## src/rtl/cpu_step_sequencer_if.sv

```systemverilog
// Datapath-facing bundle of the step sequencer: instruction/decoder/PC
// status flow into the sequencer, per-phase enables flow out.
//
// Handshake: there is no ready path. Every enable (ir_load, rf_we, pc_en,
// disp_load) is a single-cycle strobe that the datapath must act on in the
// cycle it is high. The status inputs are level signals that must be stable
// while the sequencer is busy.
interface cpu_step_sequencer_if #(
    parameter int PC_W = 5
);
    logic [31:0]     instruction;
    logic            dec_reg_write;
    logic [PC_W-1:0] pc_address;
    logic            ir_load;
    logic            rf_we;
    logic            pc_en;
    logic            disp_load;

    modport master (
        input  instruction, dec_reg_write, pc_address,
        output ir_load, rf_we, pc_en, disp_load
    );

    modport slave (
        output instruction, dec_reg_write, pc_address,
        input  ir_load, rf_we, pc_en, disp_load
    );
endinterface

```

## src/rtl/cpu_step_sequencer.sv

```systemverilog
// Multi-phase sequencer for the semi-CPU datapath. A debounced step button
// (or a periodic timer in run mode) starts one FETCH/EXEC/WB instruction.
// All enables are registered Moore outputs that line up with the state.
module cpu_step_sequencer #(
    parameter int DEBOUNCE_CYCLES = 500000,
    parameter int RUN_PERIOD      = 100000000,
    parameter int PC_W            = 5,
    parameter int LAST_PC         = 31
) (
    input  logic                  clk,
    input  logic                  reset,
    input  logic                  control_btn_i,
    input  logic                  run_mode_i,
    cpu_step_sequencer_if.master  dp,
    output logic                  busy_o,
    output logic                  halted_o,
    output logic [15:0]           step_count_o,
    output logic [2:0]            state_o
);

    localparam int DB_W  = (DEBOUNCE_CYCLES > 2) ? $clog2(DEBOUNCE_CYCLES) : 1;
    localparam int RUN_W = (RUN_PERIOD > 2) ? $clog2(RUN_PERIOD) : 1;
    localparam logic [DB_W-1:0]  DB_LAST  = DB_W'(DEBOUNCE_CYCLES - 1);
    localparam logic [RUN_W-1:0] RUN_LAST = RUN_W'(RUN_PERIOD - 1);
    localparam logic [PC_W-1:0]  PC_LAST  = PC_W'(LAST_PC);

    typedef enum logic [2:0] {
        IDLE  = 3'd0,
        FETCH = 3'd1,
        EXEC  = 3'd2,
        WB    = 3'd3,
        HALT  = 3'd4
    } state_e;

    // Button path registers
    logic            sync1_q, sync2_q;
    logic [DB_W-1:0] db_cnt_q;
    logic            db_level_q;
    logic            btn_pulse_q;

    // Run timer registers
    logic [RUN_W-1:0] run_cnt_q;
    logic             run_pulse_q;

    // FSM and registered outputs
    state_e      state_q, state_d;
    logic        ir_load_q, ir_load_d;
    logic        rf_we_q, rf_we_d;
    logic        pc_en_q, pc_en_d;
    logic        disp_load_q, disp_load_d;
    logic        busy_q, busy_d;
    logic        halted_q, halted_d;
    logic [15:0] step_count_q, step_count_d;

    logic trigger;
    logic is_halt_word;
    logic at_last_pc;

    assign trigger      = run_mode_i ? run_pulse_q : btn_pulse_q;
    assign is_halt_word = (dp.instruction == 32'h0000_0000) ||
                          (dp.instruction == 32'h0000_0073);
    assign at_last_pc   = (dp.pc_address == PC_LAST);

    // Synchronise and debounce the raw button; pulse on an accepted rising level.
    always_ff @(posedge clk) begin
        if (!reset) begin
            sync1_q     <= 1'b0;
            sync2_q     <= 1'b0;
            db_cnt_q    <= '0;
            db_level_q  <= 1'b0;
            btn_pulse_q <= 1'b0;
        end else begin
            sync1_q     <= control_btn_i;
            sync2_q     <= sync1_q;
            btn_pulse_q <= 1'b0;
            if (sync2_q != db_level_q) begin
                if (db_cnt_q == DB_LAST) begin
                    db_level_q  <= ~db_level_q;
                    db_cnt_q    <= '0;
                    btn_pulse_q <= ~db_level_q;
                end else begin
                    db_cnt_q <= db_cnt_q + 1'b1;
                end
            end else begin
                db_cnt_q <= '0;
            end
        end
    end

    // Free-running step timer, held at zero outside run mode.
    always_ff @(posedge clk) begin
        if (!reset) begin
            run_cnt_q   <= '0;
            run_pulse_q <= 1'b0;
        end else if (!run_mode_i) begin
            run_cnt_q   <= '0;
            run_pulse_q <= 1'b0;
        end else if (run_cnt_q == RUN_LAST) begin
            run_cnt_q   <= '0;
            run_pulse_q <= 1'b1;
        end else begin
            run_cnt_q   <= run_cnt_q + 1'b1;
            run_pulse_q <= 1'b0;
        end
    end

    // Next state, and next values of the outputs that belong to that state.
    always_comb begin
        state_d      = state_q;
        ir_load_d    = 1'b0;
        rf_we_d      = 1'b0;
        pc_en_d      = 1'b0;
        disp_load_d  = 1'b0;
        busy_d       = 1'b0;
        halted_d     = 1'b0;
        step_count_d = step_count_q;

        case (state_q)
            IDLE:    if (trigger) state_d = FETCH;
            FETCH:   state_d = EXEC;
            EXEC:    state_d = is_halt_word ? HALT : WB;
            WB:      state_d = at_last_pc ? HALT : IDLE;
            HALT:    state_d = HALT;
            default: state_d = IDLE;
        endcase

        // WB strobes are decided on entry so they are high exactly in WB;
        // the PC is stable through the whole instruction.
        if (state_q == EXEC && state_d == WB) begin
            rf_we_d     = dp.dec_reg_write;
            disp_load_d = 1'b1;
            pc_en_d     = !at_last_pc;
        end

        if (state_q == WB && step_count_q != 16'hFFFF) begin
            step_count_d = step_count_q + 16'd1;
        end

        ir_load_d = (state_d == FETCH);
        busy_d    = (state_d == FETCH) || (state_d == EXEC) || (state_d == WB);
        halted_d  = (state_d == HALT);
    end

    // State register and registered Moore outputs.
    always_ff @(posedge clk) begin
        if (!reset) begin
            state_q      <= IDLE;
            ir_load_q    <= 1'b0;
            rf_we_q      <= 1'b0;
            pc_en_q      <= 1'b0;
            disp_load_q  <= 1'b0;
            busy_q       <= 1'b0;
            halted_q     <= 1'b0;
            step_count_q <= 16'd0;
        end else begin
            state_q      <= state_d;
            ir_load_q    <= ir_load_d;
            rf_we_q      <= rf_we_d;
            pc_en_q      <= pc_en_d;
            disp_load_q  <= disp_load_d;
            busy_q       <= busy_d;
            halted_q     <= halted_d;
            step_count_q <= step_count_d;
        end
    end

    assign dp.ir_load   = ir_load_q;
    assign dp.rf_we     = rf_we_q;
    assign dp.pc_en     = pc_en_q;
    assign dp.disp_load = disp_load_q;
    assign busy_o       = busy_q;
    assign halted_o     = halted_q;
    assign step_count_o = step_count_q;
    assign state_o      = state_q;

endmodule

```

## src/flat_wrapper.sv

```systemverilog
// flat-port wrapper written by rule: the top's interface ports become plain ports
module cpu_step_sequencer_flat 
#(
    parameter int DEBOUNCE_CYCLES = 500000,
    parameter int RUN_PERIOD      = 100000000,
    parameter int PC_W            = 5,
    parameter int LAST_PC         = 31
)
  (clk, reset, control_btn_i, run_mode_i, busy_o, halted_o, step_count_o, state_o, dp_instruction, dp_dec_reg_write, dp_pc_address, dp_ir_load, dp_rf_we, dp_pc_en, dp_disp_load);
  cpu_step_sequencer_if #(.PC_W(PC_W)) dp_i ();
  input  logic clk;
  input  logic reset;
  input  logic control_btn_i;
  input  logic run_mode_i;
  output logic busy_o;
  output logic halted_o;
  output logic [15:0] step_count_o;
  output logic [2:0] state_o;
  input wire logic [$bits(dp_i.instruction)-1:0] dp_instruction;
  input wire logic [$bits(dp_i.dec_reg_write)-1:0] dp_dec_reg_write;
  input wire logic [$bits(dp_i.pc_address)-1:0] dp_pc_address;
  output wire logic [$bits(dp_i.ir_load)-1:0] dp_ir_load;
  output wire logic [$bits(dp_i.rf_we)-1:0] dp_rf_we;
  output wire logic [$bits(dp_i.pc_en)-1:0] dp_pc_en;
  output wire logic [$bits(dp_i.disp_load)-1:0] dp_disp_load;
  assign dp_i.instruction = dp_instruction;
  assign dp_i.dec_reg_write = dp_dec_reg_write;
  assign dp_i.pc_address = dp_pc_address;
  assign dp_ir_load = dp_i.ir_load;
  assign dp_rf_we = dp_i.rf_we;
  assign dp_pc_en = dp_i.pc_en;
  assign dp_disp_load = dp_i.disp_load;
  cpu_step_sequencer #(.DEBOUNCE_CYCLES(DEBOUNCE_CYCLES), .RUN_PERIOD(RUN_PERIOD), .PC_W(PC_W), .LAST_PC(LAST_PC)) u_core (.clk(clk), .reset(reset), .control_btn_i(control_btn_i), .run_mode_i(run_mode_i), .dp(dp_i), .busy_o(busy_o), .halted_o(halted_o), .step_count_o(step_count_o), .state_o(state_o));
endmodule
```

## config.mk

```make
export PLATFORM = sky130hd
export DESIGN_NAME = cpu_step_sequencer_flat
export DESIGN_NICKNAME = d
export VERILOG_FILES = /design/src/rtl/cpu_step_sequencer_if.sv /design/src/rtl/cpu_step_sequencer.sv /design/src/flat_wrapper.sv
export SDC_FILE = /design/constraint.sdc
export NUM_CORES = 1
export LEC_CHECK = 0
export BUFFER_PORTS_ARGS = -buffer_cell sky130_fd_sc_hd__buf_2
export CORE_MARGIN = 5
export CORE_UTILIZATION = 45
export CTS_CLUSTER_SIZE = 40
export DETAILED_ROUTE_END_ITERATION = 6
export PLACE_DENSITY = 0.74
export SLEW_MARGIN = 20
export SYNTH_ARGS = -nofsm -noshare
export SYNTH_HDL_FRONTEND = slang
export SYNTH_SLANG_ARGS = --single-unit
```

## constraint.sdc

```tcl
create_clock -name clk -period 5.62 [get_ports clk]
set_input_delay 0.843 -clock clk [delete_from_list [all_inputs] [get_ports clk]]
set_output_delay 0.843 -clock clk [all_outputs]
set_load 0.03 [all_outputs]
```

==> out/summary.txt, run 1 <==
crit path time final - 2190 ps
met2 usage - 0.258
area grow syn2layout - 20.4%
post-synth top area share - 0.447
total CTS buffers - 9
row count - 31
sequential area share after synthesis - 0.447
clk sinks - 76
CP Max Fanout - 14
total power - 1.10 mW
setup tns final - 0 ps
share of cells above drive strength 1 - 0.215
Max Clk Rate - 0.456 GHz
Nets - 501
vias in the first global route - 2,714
Worst Path Buf+Inv - 1
Setup crit end kind - flop
die height - 97.0 um
largest cells by area after synthesis - dfxtp_1 45%, xor2_1 10%, nor2_1 6.7%
Synth warnings - 0
Period Utilization, post-route - 0.390
GRT overflow - 0
Most Crowded Layer GR - met2
first-pass GRT wire length - 12.0 mm
ant diodes - 0
CTS Buffer Depth - 2
HP Class - flop to flop
CP Launch Type - flop
RSZ-0062 raised after global routing - false
DRT antenna net count - 0
largest net degree at the start of global routing - 33
Starting Density - 0.467
wirelength, routed - 6.93 mm
GRT Total Usage - 0.150
max-capacitance violation count - 0
Port-buffer cells - 66
pwr/cell area - 269 nW/um2
Avg Cell Area, Syn - 8.84 um2
Root Driver - clkbuf_8
post-synthesis cell area - 3400 um2
outcome - finished clean
kind of cell adding the most delay to the critical path - simple AND/OR/NAND/NOR gates
DR vias - 2,846
most frequent cells in the layout - 76 x dfxtp_1, 66 x buf_2, 61 x nor2_1
slowest CP cell - o21bai_1
post-DR wirelength/cell - 12.4 um
Final Wtd Congestion - 0.789
drt drc - 0
CP arrival - 2420 ps
max-slew violations - 0
Worst path max stage delay - 460 ps
post-DP HPWL - 5.03 mm
die footprint - 9400 um2
Final Hold Viols - 0
worst-margin pin slew - 669 ps
CP Cell Sequence - ha_1, nand4_1, or2_2, o21bai_1, buf_4, nor2_1
Top Ports - 67
Main synth FF type - dfxtp_1
max_slew headroom - 0.550
commonest non-fill, non-tap cell in the layout - dfxtp_1
clk slew on worst S/H paths - 70 ps
initial drt markers - 97
Final Skew - 9.67 ps
biggest area consumer among synthesized cells - dfxtp_1
Synth Net Count - 430
Post-DP Area - 3830 um2
core footprint - 7290 um2
die width - 97.0 um
Initial DRT Pass Iterations - 4
vias per cell - 5.08
hold buffers post-CTS - 0
Cells after Synth - 385
design area - 4100 um2
met3 usage - 0.0396
met1 global-route usage - 0.179
Synth cell types - 48
setup bufs post-CTS - 0
PostCTS Resize Cnt - 0
post-synthesis sequential element count - 76
Clock Latency Late Sink - 340 ps
ys async rst share - 0
initial antenna violation count - 0
EDFF count, synth - 0
Worst EP required - 5850 ps
VDD IR max - 0.000207 V
WS Path Type - flop to flop
TritonCTS clock tree - built
H-tree Lvls - 3
leakage power - 1.67 nW
Setup Viol. Count Final - 0
-- area by class of cell --
cell class	instances	area, um2
inverter	11	41.3
tap	99	124
clock inverter	3	90.1
clock buffer	13	179
multi-input combinational	291	1800
fill	709	3190
timing repair buffer	67	338
sequential	76	1520
-- kinds of logic (layout without fill, tap and decap cells) --
group	count (synthesis)	count (layout)	synth area share
XOR/XNOR	50	50	0.129
AO/OA/AOI/OAI	23	23	0.0474
flip-flops	76	76	0.447
adder cells (fa/ha/maj)	3	3	0.0110
multiplexers	5	5	0.0147
buffers and inverters	18	94	0.0228
AND/OR/NAND/NOR	210	210	0.328
-- metal layers --
layer  wire, um  part of all wire
met5          0                 0
met4         72             0.010
met3        241             0.035
met2       3390              0.49
met1       3230              0.47
-- power by group --
part           internal [mW]  leakage [nW]  switching (mW)
logic                 0.0139         0.922          0.0140
clock network          0.344         0.136           0.190
registers              0.540         0.613         0.00120
total                  0.897          1.67           0.205
-- sequential cells by signal, summed over array words and instances (netlist names) --
signal,count
u_core.db_level_q,1
u_core.dp.rf_we,1
u_core.btn_pulse_q,1
u_core.dp.disp_load,1
u_core.state_o,3
u_core.busy_o,1
u_core.dp.ir_load,1
u_core.sync1_q,1
u_core.run_cnt_q,27
u_core.dp.pc_en,1
u_core.run_pulse_q,1
u_core.db_cnt_q,19
u_core.sync2_q,1
u_core.step_count_o,16
u_core.halted_o,1
-- final timing paths --
check	from	to	slack, ps	depth (start not counted)
worst max-delay path	u_core.run_cnt_q[0]	u_core.run_cnt_q[3]	3430	6
worst min-delay path	u_core.run_cnt_q[0]	u_core.run_cnt_q[0]	460	1
worst max register to register	u_core.run_cnt_q[0]	u_core.run_cnt_q[3]	3430	6
worst min register to register	u_core.run_cnt_q[0]	u_core.run_cnt_q[0]	460	1
-- Yosys cell counts, types with 2 or more instances --
cell type and count:
and2_1 14, inv_1 11, nor4bb_1 3, o21ai_0 3, ha_1 3, nor2_1 61
buf_2 2, dfxtp_1 76, nor4_1 12, and4_1 2, nand3_1 32, mux2i_1 5
a22o_1 2, clkbuf_1 4, nand2b_1 4, xnor2_1 11, or2_2 4, nand2_1 27
nand4_1 18, nor3b_1 3, nor3_1 8, nand4_2 2, nor4_2 2, xor2_1 39
and3_1 6, nor3_2 2, a21oi_1 6, a21o_1 2, or3_1 2
-- per-stage QoR --
step	hold slack, ps	worst slack [ps]	std cells	util
after detailed placement	418	3300	544	0.525
after CTS	457	3430	560	0.562
after floorplan	412	3650	385	-
after global routing	501	3200	560	0.562
after global placement	441	3360	544	0.525
final	464	3430	560	0.562
-- worst register-to-register path, delay by kind of cell, from the launching register on --
kind	cells	cell delay, ps
simple gates	3	730
fa+ha+maj	1	220
flops	1	380
compound gates	1	460
buf+inv	1	290
No activity file was read; power rests on OpenSTA's default activity.
==> run 2: changes to the inputs <==
Clock period 5.62 ns to 2.3 ns, I/O delays scaled along.
==> run 2 against run 1 <==
Hold slack lost 270 ps; via count grew 0.98%; sequential share of layout area shrank 0.079 points; power grew 140%; global-route usage grew 0.40 points; sequential cell count is the same; clock-buffer cell count shrank 3; clock skew grew 2.0 ps; critical path depth is the same; routed wire length grew 0.75%; register-to-register slack lost 3100 ps; combinational power grew to 2.6 times the previous value; largest cell class unchanged.
==> out/summary.txt, run 2 (synthesized netlist as in run 1, its figures left out) <==
ant diodes - 0
most frequent cells in the layout - 76 x dfxtp_1, 66 x buf_2, 61 x nor2_1
max_slew headroom - 0.566
area grow syn2layout - 20.7%
hold buffers post-CTS - 0
leakage power - 1.68 nW
GRT Total Usage - 0.154
Starting Density - 0.467
Hold WS - 189 ps
vias per cell - 5.09
max-capacitance violation count - 0
Reg2Reg Depth - 6
WS Path Type - flop to flop
Crit path top cell by count - nand4_1
Worst Hold Depth - 2
Nets - 506
initial drt markers - 89
CP Cell Sequence - ha_1, nand4_1, nor4_2, nand4_1, xor2_1, nor2_1
FF-to-FF End - u_core.run_cnt_q[26]
pwr/cell area - 633 nW/um2
CP arrival - 2170 ps
GRT overflow - 0
HP Class - input pin to flop
clk sinks - 76
Max Clk Rate - 0.517 GHz
DR vias - 2,874
Period Utilization, post-route - 0.841
H-tree Lvls - 3
Register Area - 1520 um2
Worst Path Buf+Inv - 0
slowest CP cell - nor4_2
Initial DRT Pass Iterations - 4
Clock Latency Late Sink - 350 ps
drt drc - 0
Final Hold Viols - 0
Worst EP required - 2540 ps
area of the multi-input gates - 1800 um2
setup bufs post-CTS - 0
Fillers - 680
Worst path max stage delay - 620 ps
TritonCTS clock tree - built
design area - 4110 um2
worst-margin pin slew - 648 ps
Final Wtd Congestion - 0.822
Setup WS pre-CTS - 335 ps
commonest non-fill, non-tap cell in the layout - dfxtp_1
worst reg2reg setup slack - 370 ps
setup ws final - 366 ps
clk slew on worst S/H paths - 80 ps
worst r2r src - u_core.run_cnt_q[0]
max reg flops - 27
Post-DP Area - 3870 um2
outcome - finished clean
Hold EP - u_core.dp.pc_en
crit path time final - 1930 ps
Root Driver - clkbuf_8
Largest Register - u_core.run_cnt_q
worst hold start - dp_pc_address[0]
Final Skew - 11.7 ps
die height - 97.0 um
setup tns final - 0 ps
die footprint - 9400 um2
VDD IR max - 0.000510 V
first-pass GRT wire length - 12.3 mm
kind of cell adding the most delay to the critical path - simple AND/OR/NAND/NOR gates
largest net degree at the start of global routing - 27
vias in the first global route - 2,803
RSZ-0062 raised after global routing - false
CTS Buffer Depth - 2
row count - 31
post-DP HPWL - 5.06 mm
Top Ports - 67
CP Launch Type - flop
post-DR wirelength/cell - 12.4 um
total CTS buffers - 9
initial antenna violation count - 0
core footprint - 7290 um2
PostCTS Resize Cnt - 0
Port-buffer cells - 66
die width - 97.0 um
DRT antenna net count - 0
CP Max Fanout - 6
Setup Viol. Count Final - 0
max-slew violations - 0
wirelength, routed - 6.98 mm
share of cells above drive strength 1 - 0.221
Setup crit end kind - flop
[run 2: cell count changes in the layout (fill, tap and decap cells not counted), sizes merged]
cell    before  now
clkinv       0    3
buf         67   72
clkbuf      13   10
[run 2: worst max path at each step]
stage,from,end,slack [ps],cells after the start
3_5_place_dp,u_core.run_cnt_q[0],u_core.run_cnt_q[26],330,6
4_1_cts,u_core.run_cnt_q[0],u_core.run_cnt_q[26],330,6
2_1_floorplan,u_core.step_count_o[0],u_core.step_count_o[1],330,6
5_1_grt,u_core.run_cnt_q[0],u_core.run_cnt_q[20],30,6
6_report,u_core.run_cnt_q[0],u_core.run_cnt_q[26],370,6
3_3_place_gp,u_core.run_cnt_q[0],u_core.run_cnt_q[26],390,6
[run 2: power by group]
group,internal [mW],switching [mW]
Sequential,1.32,0.00297
Clock,0.723,0.485
Combinational,0.0362,0.0351
[run 2: worst register-to-register path, cell delays in order, from the launching register on]
cell     delay, ps
dfxtp_1        380
ha_1           220
nand4_1        200
nor4_2         620
nand4_1        180
xor2_1         160
nor2_1          50
[run 2: area by class of cell]
| class | count | area share |
|---|---|---|
| clock buffers | 10 | 0.0311 |
| clock inverters | 6 | 0.0274 |
| inverters | 11 | 0.0101 |
| multi-input cells | 291 | 0.439 |
| flip-flops and latches | 76 | 0.371 |
| well taps | 99 | 0.0302 |
| repair buffers | 72 | 0.0914 |
[run 2: layer usage]
layer,vias to the layer above,global-route usage,part of all wire
met5,-,0,0
met1,1336,0.174,0.45
met3,8,0.0518,0.039
met4,0,0.0410,0.010
li1,1492,-,-
met2,38,0.275,0.51
[run 2: metrics by stage]
stage               total power, mW  utilization  std cells
CTS                            2.62        0.563        565
detailed placement             1.42        0.530        549
global placement               1.42        0.530        549
floorplan                      1.38            -        385
finish                         2.60        0.563        565
global route                   2.71        0.563        565
==> run 3: changes to the inputs <==
Settings changed: PLACE_DENSITY 0.74 to 0.77.
Clock period 2.3 ns to 1.7 ns, I/O delays scaled along.
==> run 3 against run 2 <==
Maximum frequency grew 15%; clock skew hardly changed; clock-buffer cell count is 2 higher; power up 20%; highest routed layer unchanged.
==> out/summary.txt, run 3 (synthesized netlist as in run 1, its figures left out) <==
CP Cell Sequence - or4_4, nor4_4, nand4_4, nand3_2, nor2_1
HP Class - input pin to flop
pwr/cell area - 701 nW/um2
clk sinks - 76
worst reg2reg setup slack - 10 ps
worst r2r src - u_core.db_cnt_q[9]
hold buffers post-CTS - 0
GRT overflow - 0
leakage power - 1.85 nW
Hold EP - u_core.dp.pc_en
max reg flops - 27
DR vias - 3,135
worst hold start - dp_pc_address[0]
max-capacitance violation count - 0
CP Max Fanout - 5
vias per cell - 5.25
Max Used Layer - met4
DRT antenna net count - 0
area grow syn2layout - 31.2%
die footprint - 9400 um2
kind of cell adding the most delay to the critical path - simple AND/OR/NAND/NOR gates
ant diodes - 0
CTS Buffer Depth - 2
Worst Path Buf+Inv - 0
die height - 97.0 um
TritonCTS clock tree - built
Top Ports - 67
vias in the first global route - 3,018
Worst Hold Depth - 2
post-DP HPWL - 5.63 mm
Final Skew - 11.4 ps
Port-buffer cells - 66
VDD IR max - 0.000410 V
Max Clk Rate - 0.592 GHz
clk slew on worst S/H paths - 70 ps
die width - 97.0 um
Core Util, Final - 0.613
drt drc - 0
Largest Register - u_core.run_cnt_q
Worst path max stage delay - 540 ps
initial antenna violation count - 0
commonest non-fill, non-tap cell in the layout - buf_2
Reg2Reg Depth - 5
routed wl met3 - 666 um
row count - 31
largest net degree at the start of global routing - 27
FF-to-FF End - u_core.db_cnt_q[7]
Setup Viol. Count Final - 0
share of cells above drive strength 1 - 0.341
max_slew headroom - 0.610
Worst EP required - 1940 ps
H-tree Lvls - 3
max-slew violations - 0
Starting Density - 0.467
crit path time final - 1690 ps
WS Path Type - flop to flop
most frequent cells in the layout - 66 x buf_2, 57 x nor2_1, 53 x dfxtp_1
Clock Latency Late Sink - 350 ps
wirelength, routed - 8.05 mm
Final Wtd Congestion - 0.891
outcome - finished clean
DP Cell Count - 571
setup tns final - 0 ps
total CTS buffers - 9
Root Driver - clkbuf_8
initial drt markers - 131
worst-margin pin slew - 583 ps
fin cells - 597
met2 wire length - 3.85 mm
Setup crit end kind - flop
WL met1 - 3.43 mm
post-DR wirelength/cell - 13.5 um
first-pass GRT wire length - 13.0 mm
Final Hold Viols - 0
CP Launch Type - flop
core footprint - 7290 um2
Nets - 538
Initial DRT Pass Iterations - 5
GRT Total Usage - 0.163
slowest CP cell - or4_4
CP arrival - 1930 ps
Period Utilization, post-route - 0.994
RSZ-0062 raised after global routing - true
==> run 3: worst max path at each step <==
stage,startpoint,endpoint,slack [ps],cells after the start
final,u_core.db_cnt_q[9],u_core.db_cnt_q[7],10,5
after global routing,u_core.db_cnt_q[9],u_core.db_level_q,-50,5
after CTS,u_core.db_cnt_q[12],u_core.db_cnt_q[13],2,5
after detailed placement,u_core.run_cnt_q[1],u_core.run_cnt_q[14],0.3,6
after global placement,u_core.db_cnt_q[12],u_core.db_cnt_q[3],60,5
after floorplan,u_core.step_count_o[8],u_core.step_count_o[1],-4,5
==> run 3: final cells by class <==
class / count / area [um2]
fillers: 626 / 2830
multi-input cells: 293 / 1940
flip-flops and latches: 76 / 1560
repair buffers: 102 / 621
clock buffers: 12 / 155
well taps: 99 / 124
inverters: 11 / 41.3
clock inverters: 4 / 25.0
==> run 3: where the power goes <==
group | total, mW | switching [mW] | leakage, nW | internal [mW]
logic | 0.110 | 0.0545 | 1.13 | 0.0551
clock network | 1.24 | 0.638 | 0.0884 | 0.605
registers | 1.78 | 0.00367 | 0.626 | 1.78
==> run 3: metrics by stage <==
stage                     setup slack (ps)  hold WS (ps)  instance area (um2)  power, mW
after floorplan                      -3.77           347                 3490       1.86
after global placement                59.7           427                 4110       1.92
after detailed placement             0.300           428                 4110       1.92
after CTS                             2.25          97.3                 4300       3.15
after global routing                 -52.2          98.1                 4470       3.25
final                                 10.9           103                 4470       3.13
==> run 3: repair_timing <==
| action | 4_1_cts | 5_1_grt |
|---|---|---|
| setup endpoints to repair | 14 | 44 |
| pin swaps | 1 | 17 |
| resized for setup | 2 | 21 |
| buffers inserted | 0 | 8 |
| cloned | 0 | 2 |
==> run 3: per-layer routing <==
metal  GRT usage  vias to the layer above
li1            -                     1566
met1       0.189                     1458
met2       0.264                      103
met3      0.0590                        8
met4      0.0788                        0
met5           0                        -
